`config.mk`:
```
export PLATFORM = sky130hd
export DESIGN_NAME = char_glyph_fetch_flat
export DESIGN_NICKNAME = d
export VERILOG_FILES = /design/src/rtl/char_glyph_fetch_if.sv /design/src/rtl/char_glyph_fetch.sv /design/src/flat_wrapper.sv
export SDC_FILE = /design/constraint.sdc
export NUM_CORES = 1
export LEC_CHECK = 0
export CORE_MARGIN = 8
export CORE_UTILIZATION = 49
export CTS_BUF_LIST = sky130_fd_sc_hd__clkbuf_8
export CTS_CLUSTER_SIZE = 12
export DETAILED_ROUTE_END_ITERATION = 12
export PLACE_DENSITY = 0.79
export SYNTH_ARGS = -nofsm -noshare
export SYNTH_HDL_FRONTEND = slang
export SYNTH_SLANG_ARGS = --single-unit
```
`constraint.sdc`:
```
create_clock -name clk -period 2.51 [get_ports clk]
set_input_delay 0.502 -clock clk [delete_from_list [all_inputs] [get_ports clk]]
set_output_delay 0.502 -clock clk [all_outputs]
set_load 0.02 [all_outputs]
```
`src/rtl/char_glyph_fetch_if.sv`:
```
// Handshake and ROM bus bundle for the character glyph fetcher.
// The master side is the fetcher; the slave side is the controller/ROM/renderer environment.
`timescale 1ns/1ps

interface char_glyph_fetch_if #(
    parameter int CODE_WIDTH = 9,
    parameter int ROW_BITS   = 4,
    parameter int ADDR_WIDTH = 13,
    parameter int DATA_WIDTH = 16
);
    logic                  req_valid;
    logic                  req_ready;
    logic [CODE_WIDTH-1:0] req_code;

    logic [ADDR_WIDTH-1:0] rom_addr;
    logic [DATA_WIDTH-1:0] rom_data;

    logic                  row_valid;
    logic                  row_ready;
    logic [DATA_WIDTH-1:0] row_data;
    logic [ROW_BITS-1:0]   row_idx;
    logic                  row_last;

    logic                  busy;

    modport master (
        input  req_valid, req_code, rom_data, row_ready,
        output req_ready, rom_addr, row_valid, row_data, row_idx, row_last, busy
    );

    modport slave (
        output req_valid, req_code, rom_data, row_ready,
        input  req_ready, rom_addr, row_valid, row_data, row_idx, row_last, busy
    );
endinterface

```
`src/rtl/char_glyph_fetch.sv`:
```
// Font ROM reader: takes one character code, walks its 16 glyph rows through the ROM
// and streams them to the overlay renderer over valid/ready with credit-based flow control.
`timescale 1ns/1ps

module char_glyph_fetch #(
    parameter int CODE_WIDTH  = 9,
    parameter int ROW_BITS    = 4,
    parameter int ADDR_WIDTH  = 13,
    parameter int DATA_WIDTH  = 16,
    parameter int ROM_LATENCY = 1
) (
    input logic               clk,
    input logic               rst_n,
    char_glyph_fetch_if.master bus
);

    localparam int DEPTH = ROM_LATENCY + 1;
    localparam int PTR_W = (DEPTH > 1) ? $clog2(DEPTH) : 1;
    localparam int CNT_W = $clog2(DEPTH + 1);
    localparam logic [ROW_BITS-1:0] LAST_ROW = {ROW_BITS{1'b1}};
    localparam logic [PTR_W-1:0]    PTR_MAX  = PTR_W'(DEPTH - 1);

    if (ADDR_WIDTH != CODE_WIDTH + ROW_BITS) begin : g_addr_width_check
        $error("char_glyph_fetch: ADDR_WIDTH must equal CODE_WIDTH + ROW_BITS");
    end

    typedef enum logic [1:0] {
        IDLE  = 2'd0,
        FETCH = 2'd1,
        DRAIN = 2'd2
    } state_t;

    state_t state, state_next;

    logic [CODE_WIDTH-1:0]  code_q;
    logic [ROW_BITS-1:0]    issue_cnt;
    logic [ROW_BITS-1:0]    out_idx;
    logic [ROM_LATENCY-1:0] issue_pipe;
    logic [ROM_LATENCY:0]   pipe_next;

    logic [DATA_WIDTH-1:0]  fifo_mem [DEPTH];
    logic [PTR_W-1:0]       wr_ptr;
    logic [PTR_W-1:0]       rd_ptr;
    logic [CNT_W-1:0]       fifo_cnt;
    logic [CNT_W-1:0]       inflight;

    logic req_ready;
    logic busy;
    logic accept;
    logic credit;
    logic issue;
    logic push;
    logic pop;
    logic row_valid;

    // Every word issued to the ROM already owns a FIFO slot, so the FIFO can never overflow.
    assign inflight  = CNT_W'($countones(issue_pipe));
    assign push      = issue_pipe[ROM_LATENCY-1];
    assign row_valid = (fifo_cnt != '0);
    assign pop       = row_valid && bus.row_ready;
    assign credit    = (int'(fifo_cnt) + int'(inflight) - int'(pop)) < DEPTH;
    assign accept    = bus.req_valid && req_ready;
    assign pipe_next = {issue_pipe, issue};

    // NOTE: every combinational output gets a default before the case so no path infers a latch.
    always_comb begin
        state_next = state;
        req_ready  = 1'b0;
        busy       = 1'b1;
        issue      = 1'b0;
        case (state)
            IDLE: begin
                req_ready = 1'b1;
                busy      = 1'b0;
                if (bus.req_valid) begin
                    state_next = FETCH;
                end
            end
            FETCH: begin
                issue = credit;
                if (credit && (issue_cnt == LAST_ROW)) begin
                    state_next = DRAIN;
                end
            end
            DRAIN: begin
                if ((inflight == '0) && (fifo_cnt == '0)) begin
                    state_next = IDLE;
                end
            end
            default: begin
                state_next = IDLE;
            end
        endcase
    end

    // NOTE: clocked state uses non-blocking assignments so every flop samples pre-edge values.
    always_ff @(posedge clk) begin
        if (!rst_n) begin
            state <= IDLE;
        end else begin
            state <= state_next;
        end
    end

    // The address register shows the row being offered; it only advances once that row is issued.
    always_ff @(posedge clk) begin
        if (!rst_n) begin
            code_q     <= '0;
            issue_cnt  <= '0;
            issue_pipe <= '0;
        end else begin
            issue_pipe <= pipe_next[ROM_LATENCY-1:0];
            if (accept) begin
                code_q    <= bus.req_code;
                issue_cnt <= '0;
            end else if (issue && (issue_cnt != LAST_ROW)) begin
                issue_cnt <= issue_cnt + 1'b1;
            end
        end
    end

    always_ff @(posedge clk) begin
        if (!rst_n) begin
            wr_ptr   <= '0;
            rd_ptr   <= '0;
            fifo_cnt <= '0;
            out_idx  <= '0;
        end else begin
            if (push) begin
                wr_ptr <= (wr_ptr == PTR_MAX) ? '0 : wr_ptr + 1'b1;
            end
            if (pop) begin
                rd_ptr  <= (rd_ptr == PTR_MAX) ? '0 : rd_ptr + 1'b1;
                out_idx <= out_idx + 1'b1;
            end else if (accept) begin
                out_idx <= '0;
            end
            case ({push, pop})
                2'b10:   fifo_cnt <= fifo_cnt + 1'b1;
                2'b01:   fifo_cnt <= fifo_cnt - 1'b1;
                default: fifo_cnt <= fifo_cnt;
            endcase
        end
    end

    // NOTE: FIFO storage has no reset; row_data is gated by row_valid so stale words never show.
    always_ff @(posedge clk) begin
        if (push) begin
            fifo_mem[wr_ptr] <= bus.rom_data;
        end
    end

    assign bus.req_ready = req_ready;
    assign bus.busy      = busy;
    assign bus.rom_addr  = {code_q, issue_cnt};
    assign bus.row_valid = row_valid;
    assign bus.row_data  = row_valid ? fifo_mem[rd_ptr] : '0;
    assign bus.row_idx   = out_idx;
    assign bus.row_last  = row_valid && (out_idx == LAST_ROW);

endmodule
```
`src/flat_wrapper.sv`:
```
// flat-port wrapper written by rule: the top's interface ports become plain ports
module char_glyph_fetch_flat 
#(
    parameter int CODE_WIDTH  = 9,
    parameter int ROW_BITS    = 4,
    parameter int ADDR_WIDTH  = 13,
    parameter int DATA_WIDTH  = 16,
    parameter int ROM_LATENCY = 1
)
  (clk, rst_n, bus_req_valid, bus_req_code, bus_rom_data, bus_row_ready, bus_req_ready, bus_rom_addr, bus_row_valid, bus_row_data, bus_row_idx, bus_row_last, bus_busy);
  char_glyph_fetch_if #(.CODE_WIDTH(CODE_WIDTH), .ROW_BITS(ROW_BITS), .ADDR_WIDTH(ADDR_WIDTH), .DATA_WIDTH(DATA_WIDTH)) bus_i ();
  input logic clk;
  input logic rst_n;
  input wire logic [$bits(bus_i.req_valid)-1:0] bus_req_valid;
  input wire logic [$bits(bus_i.req_code)-1:0] bus_req_code;
  input wire logic [$bits(bus_i.rom_data)-1:0] bus_rom_data;
  input wire logic [$bits(bus_i.row_ready)-1:0] bus_row_ready;
  output wire logic [$bits(bus_i.req_ready)-1:0] bus_req_ready;
  output wire logic [$bits(bus_i.rom_addr)-1:0] bus_rom_addr;
  output wire logic [$bits(bus_i.row_valid)-1:0] bus_row_valid;
  output wire logic [$bits(bus_i.row_data)-1:0] bus_row_data;
  output wire logic [$bits(bus_i.row_idx)-1:0] bus_row_idx;
  output wire logic [$bits(bus_i.row_last)-1:0] bus_row_last;
  output wire logic [$bits(bus_i.busy)-1:0] bus_busy;
  assign bus_i.req_valid = bus_req_valid;
  assign bus_i.req_code = bus_req_code;
  assign bus_i.rom_data = bus_rom_data;
  assign bus_i.row_ready = bus_row_ready;
  assign bus_req_ready = bus_i.req_ready;
  assign bus_rom_addr = bus_i.rom_addr;
  assign bus_row_valid = bus_i.row_valid;
  assign bus_row_data = bus_i.row_data;
  assign bus_row_idx = bus_i.row_idx;
  assign bus_row_last = bus_i.row_last;
  assign bus_busy = bus_i.busy;
  char_glyph_fetch #(.CODE_WIDTH(CODE_WIDTH), .ROW_BITS(ROW_BITS), .ADDR_WIDTH(ADDR_WIDTH), .DATA_WIDTH(DATA_WIDTH), .ROM_LATENCY(ROM_LATENCY)) u_core (.clk(clk), .rst_n(rst_n), .bus(bus_i));
endmodule
```
==> results of run 1 <==
==> cells in the mapped netlist (all sizes together), types with 2 or more instances <==
| library cell | instances | area (µm²) |
|---|---|---|
| o211ai | 2 | 15.0 |
| and4bb | 2 | 28.8 |
| nor2 | 33 | 124 |
| dfxtp | 25 | 500 |
| o21ai | 5 | 36.3 |
| edfxtp | 32 | 961 |
| ha | 8 | 100 |
| nand2 | 22 | 82.6 |
| mux2i | 16 | 160 |
| inv | 12 | 50.1 |
| xnor2 | 3 | 26.3 |
| clkbuf | 2 | 7.51 |
| buf | 6 | 36.3 |
| nand3 | 4 | 20.0 |
| a21oi | 16 | 91.3 |
| or3 | 2 | 12.5 |
==> report_power, final <==
group / internal [µW] / switching (µW) / total, µW
clock: 447 / 353 / 799
combinational: 470 / 541 / 1010
sequential: 1080 / 52.4 / 1130
==> per-stage QoR <==
step | total power, µW | setup slack, ns
floorplan | 1760 | 0.396
global placement | 2150 | 0.135
detailed placement | 2170 | 0.0717
CTS | 2970 | 0.00803
global route | 3100 | 0.0247
finish | 2940 | 0.191
==> routing by layer <==
metal,wire (µm),vias to the layer above,global-route usage,share of wire
met5,0,-,0,0
met4,68,0,0.0573,0.014
met3,635,9,0.0860,0.13
met2,2200,66,0.216,0.44
met1,2100,810,0.152,0.42
li1,-,875,-,-
==> how the worst max path moves through the flow <==
stage	endpoint	slack [ns]	cells after the start
detailed placement	u_core.issue_cnt[3]$_SDFFE_PP0P_	0.07	9
finish	bus_row_data[14]	0.19	4
floorplan	u_core.issue_cnt[0]$_SDFFE_PP0P_	0.40	10
CTS	bus_row_data[10]	0.008	4
global route	u_core.issue_cnt[3]$_SDFFE_PP0P_	0.02	10
global placement	u_core.issue_cnt[0]$_SDFFE_PP0P_	0.13	9
==> layout make-up <==
cell class	count	area, µm²
clock inverters	7	62.6
clock buffers	9	124
multi-input cells	130	853
inverters	12	50.0
fillers	332	1380
well taps	67	83.8
repair buffers	72	703
flip-flops and latches	57	1460
==> cell usage in the layout (no fill, tap or decap), drive strengths merged, types with 2 or more instances in the layout <==
| master | count |
|---|---|
| a21oi | 16 |
| mux2i | 16 |
| ha | 8 |
| clkdlybuf4s50 | 65 |
| o211ai | 2 |
| nor2 | 33 |
| edfxtp | 32 |
| inv | 13 |
| and4bb | 2 |
| clkbuf | 9 |
| clkinv | 3 |
| o21ai | 5 |
| buf | 7 |
| xnor2 | 3 |
| clkinvlp | 2 |
| or3 | 2 |
| nand2 | 22 |
| nand3 | 4 |
| dfxtp | 25 |
==> what timing repair did <==
item                                    CTS  global route
resized for setup                         0             2
endpoints found under the setup margin    0            15
hold endpoints to repair                  0             0
setup buffers                             0             0
==> critical path: stages (launching register included) <==
cell	delay [ns]
dfxtp_2	0.43
nor2_2	0.09
buf_4	0.20
nor2_1	0.15
clkdlybuf4s50_1	0.62
==> cells by family after synthesis <==
logic type	after synthesis
flip-flops	57
AO/OA/AOI/OAI	32
multiplexers	16
adder cells (fa/ha/maj)	9
AND/OR/NAND/NOR	69
XOR/XNOR	4
buffers and inverters	20
==> state kept, by name (all words and copies together), names as in the netlist, named ones only <==
name and flops:
u_core.state 2, u_core.wr_ptr 1, u_core.issue_cnt 4, u_core.rd_ptr 1
u_core.code_q 9, u_core.fifo_mem 32, u_core.fifo_cnt 2, u_core.bus.row_idx 4
u_core.issue_pipe 1
==> impl_metrics.ini, run 1 <==
[place]
dp.final_hpwl_um = 3570
placed_cells = 338
io_buffers = 65
place.gp.congestion = 0.725
place_area_mm2 = 0.00315

[logic_synthesis]
synth-simple-area-share = 0.127
synth-warning-count = 0
netlist_instances = 207
yosysSeqAreaShare = 0.607
synthMuxAreaShare = 0.0666
synth_fa_ha_area_frac = 0.0499
yosysUniqueCellTypes = 39
syn_area_per_cell_um2 = 11.6
synth_top_family_by_area = simple AND/OR/NAND/NOR gates
synth-async-reset-ratio = 0
synth_fp_nets = 245
synth-xor-area-share = 0.0146
synth_compound_area_frac = 0.0952
synth_edf_count = 32
ys_ff_latch = 57
ys.flop_type = edfxtp_1
synth.cell_area_mm2 = 0.00241

[sta]
fmax_mhz = 431
maxSlewViolCount = 0
tns_ns = 0
holdWs_ns = 0.454
rsz0062_at_grt = false
relSlewSlack = 0.492
period_needed_ns = 2.32
hold_viol = 0
setup_viol = 0
worst_pin_slew_ns = 0.761
finClkSkew_ns = 0.00462
period_share = 0.924

[critical_path]
worst_r2r_path_depth = 10
r2r-end = u_core.issue_cnt[3]$_SDFFE_PP0P_
r2r_slack_ns = 0.20
cp_max_fo = 15
critPathLaunch = u_core.fifo_cnt[1]$_SDFFE_PN0P_
r2r-start = u_core.fifo_cnt[0]$_SDFFE_PN0P_
cp.required_ns = 2.01
worst_setup_path_start_kind = register
arrival_ns = 1.82
endpoint_kind = primary output
worstSetupPathType = register to primary output

[cells_and_area]
finalNetCount = 320
diodes = 0
fin_util = 0.707
instances_no_fill = 354
stdcell_area_mm2 = 0.00334
syn2layout_area_growth_pct = 38.8
drive_above_1_share = 0.108

[global_routing]
grt_pass1_wl_um = 8060
antenna_found_initial = 0
grt_pass1_vias = 1727
grt_usage = 0.140
grt_max_degree = 20
gr-total-overflow = 0

[route]
wl_per_cell_um = 14.1
wl_um = 5010
vias = 1760
detail_route.first_pass.iterations = 4
drt-vias-per-instance = 4.97
drt_iter0_drc = 84
ant_nets = 0
drc = 0

[die]
io_pins = 66
fp.dieH_um = 86.1
placementRows = 25
core_mm2 = 0.00472
start_util = 0.509
chipWidth_um = 86.1
die_area_mm2 = 0.00741

[cts]
numCtsBuffers = 9
cts_sinks = 57
insertion_delay_ns = 0.32
ctsHoldBuffers = 0
cts_root_buf = clkbuf_8
cts_tree = built
clk_pin_slew_worst_paths_ns = 0.06
cts_buffer_depth = 2
htree_levels = 3

[power]
p_leak_uw = 0.00121
p_per_area_mw_per_mm2 = 880
peakVddDrop_uv = 408

[flow_run]
cap_violations = 0

[worst_hold_path]
min_path_type = register to register
holdPathStages = 2
min_to = u_core.code_q[1]$_SDFFE_PN0P_
hp-start = u_core.code_q[1]$_SDFFE_PN0P_

[run_status]
status = finished clean
Power figures use the tool's default switching activity.
==> run 2, diff against run 1 <==
- clock period: 2.51 -> 2.35 ns (I/O delays scaled with it)
==> impl_metrics.ini, run 2 (synthesized netlist as in run 1, its figures left out) <==
[critical_path]
cp_max_fo = 17
slowest_stage = clkdlybuf4s50_1
arrival_ns = 1.79
path_cells = buf_4 > nor2_2 > buf_6 > nor2_1 > clkdlybuf4s50_1
slowest_delay_ns = 0.61
worstSetupPathType = register to primary output
cp.required_ns = 1.88
worst_setup_path_start_kind = register
endpoint_kind = primary output

[cts]
post_cts_resized = 3
htree_levels = 3
cts_buffer_depth = 2
cts_tree = built
clk_pin_slew_worst_paths_ns = 0.06
cts_setup_buffers = 0
ctsHoldBuffers = 0
cts_root_buf = clkbuf_8
insertion_delay_ns = 0.33
cts_sinks = 57
numCtsBuffers = 9

[die]
placementRows = 25
core_mm2 = 0.00472
chipWidth_um = 86.1
die_area_mm2 = 0.00741
io_pins = 66
fp.dieH_um = 86.1
start_util = 0.509

[sta]
fmax_mhz = 443
period_needed_ns = 2.26
setup_viol = 0
hold_viol = 0
worst_pin_slew_ns = 0.747
rsz0062_at_grt = false
maxSlewViolCount = 0
tns_ns = 0
finClkSkew_ns = 0.00601
fin_ws_ns = 0.0933
holdWs_ns = 0.455
relSlewSlack = 0.502
period_share = 0.960

[power]
peakVddDrop_uv = 593
clkPwrFrac = 0.296
p_leak_uw = 0.00132
p_per_area_mw_per_mm2 = 963
p_sw_uw = 1020
swShare = 0.313
power_frac_comb = 0.336
p_seq_frac = 0.368
internal_power_uw = 2240

[route]
wl_um = 5170
wl_per_cell_um = 14.6
drc = 0
detail_route.first_pass.iterations = 4
ant_nets = 0
vias = 1737
drt_iter0_drc = 101
drt-vias-per-instance = 4.89

[cells_and_area]
instances_no_fill = 355
drive_above_1_share = 0.118
regMostFlops = u_core.fifo_mem
layout_commonest_cell = clkdlybuf4s50_1
finalNetCount = 321
num-fill-cells = 336
final_cell_mix = clkdlybuf4s50_1 (59), nor2_1 (32), edfxtp_1 (32), dfxtp_1 (23), nand2_1 (22)
largest_register_ffs = 32
syn2layout_area_growth_pct = 40.8
diodes = 0
reg.largest.list = u_core.fifo_mem: 32 flops, u_core.code_q: 9 flops

[place]
place.gp.congestion = 0.728
placed_cells = 339
place_ws_ns = -0.00933
io_buffers = 65
dp.final_hpwl_um = 3630

[global_routing]
antenna_found_initial = 0
grt_pass1_wl_um = 8270
grt_pass1_vias = 1734
gr-total-overflow = 0
grt_usage = 0.144
grt_max_degree = 20

[flow_run]
cap_violations = 0

[worst_hold_path]
min_path_type = register to register

[run_status]
status = finished clean
## run 2: power groups by stage
stage / combinational (µW) / sequential, µW / clock [µW]
floorplan: 650 / 1230 / 0
global placement: 1090 / 1210 / 0
detailed placement: 1100 / 1220 / 0
CTS: 1120 / 1200 / 988
global route: 1190 / 1210 / 1030
finish: 1100 / 1200 / 966
## run 2: worst max-delay path: cells and delay by family (launching register included)
kind          cells  cell delay (ns)
simple gates      2             0.17
flops             1             0.34
buf+inv           3             0.93
## run 2: final cells by class
class,count,area (µm²),area share
inverters,12,50.0,0.0148
flip-flops and latches,57,1460,0.432
clock inverters,7,86.3,0.0255
multi-input cells,130,853,0.252
well taps,67,83.8,0.0248
repair buffers,73,726,0.214
clock buffers,9,124,0.0366
## run 2: worst paths after layout
| check | cells after the start | to | from | slack (ns) |
|---|---|---|---|---|
| max | 5 | bus_row_data[5] | u_core.fifo_cnt[0]$_SDFFE_PN0P_ | 0.09 |
| min reg2reg | 2 | u_core.code_q[4]$_SDFFE_PN0P_ | u_core.code_q[4]$_SDFFE_PN0P_ | 0.45 |
| min | 2 | u_core.code_q[4]$_SDFFE_PN0P_ | u_core.code_q[4]$_SDFFE_PN0P_ | 0.45 |
| max reg2reg | 10 | u_core.issue_cnt[3]$_SDFFE_PP0P_ | u_core.issue_pipe$_SDFF_PN0_ | 0.19 |
## run 2: routing by layer
metal / GRT usage / up-vias / wire [µm]
li1: - / 881 / -
met1: 0.160 / 791 / 2210
met2: 0.224 / 59 / 2330
met3: 0.0840 / 6 / 569
met4: 0.0525 / 0 / 64
met5: 0 / - / 0
## run 2: through the flow
stage,area [µm²],utilization,total power (µW)
6_report,3390,0.717,3260
5_1_grt,3390,0.717,3420
4_1_cts,3370,0.714,3300
3_5_place_dp,3160,0.668,2320
3_3_place_gp,3160,0.668,2300
2_1_floorplan,2410,-,1880
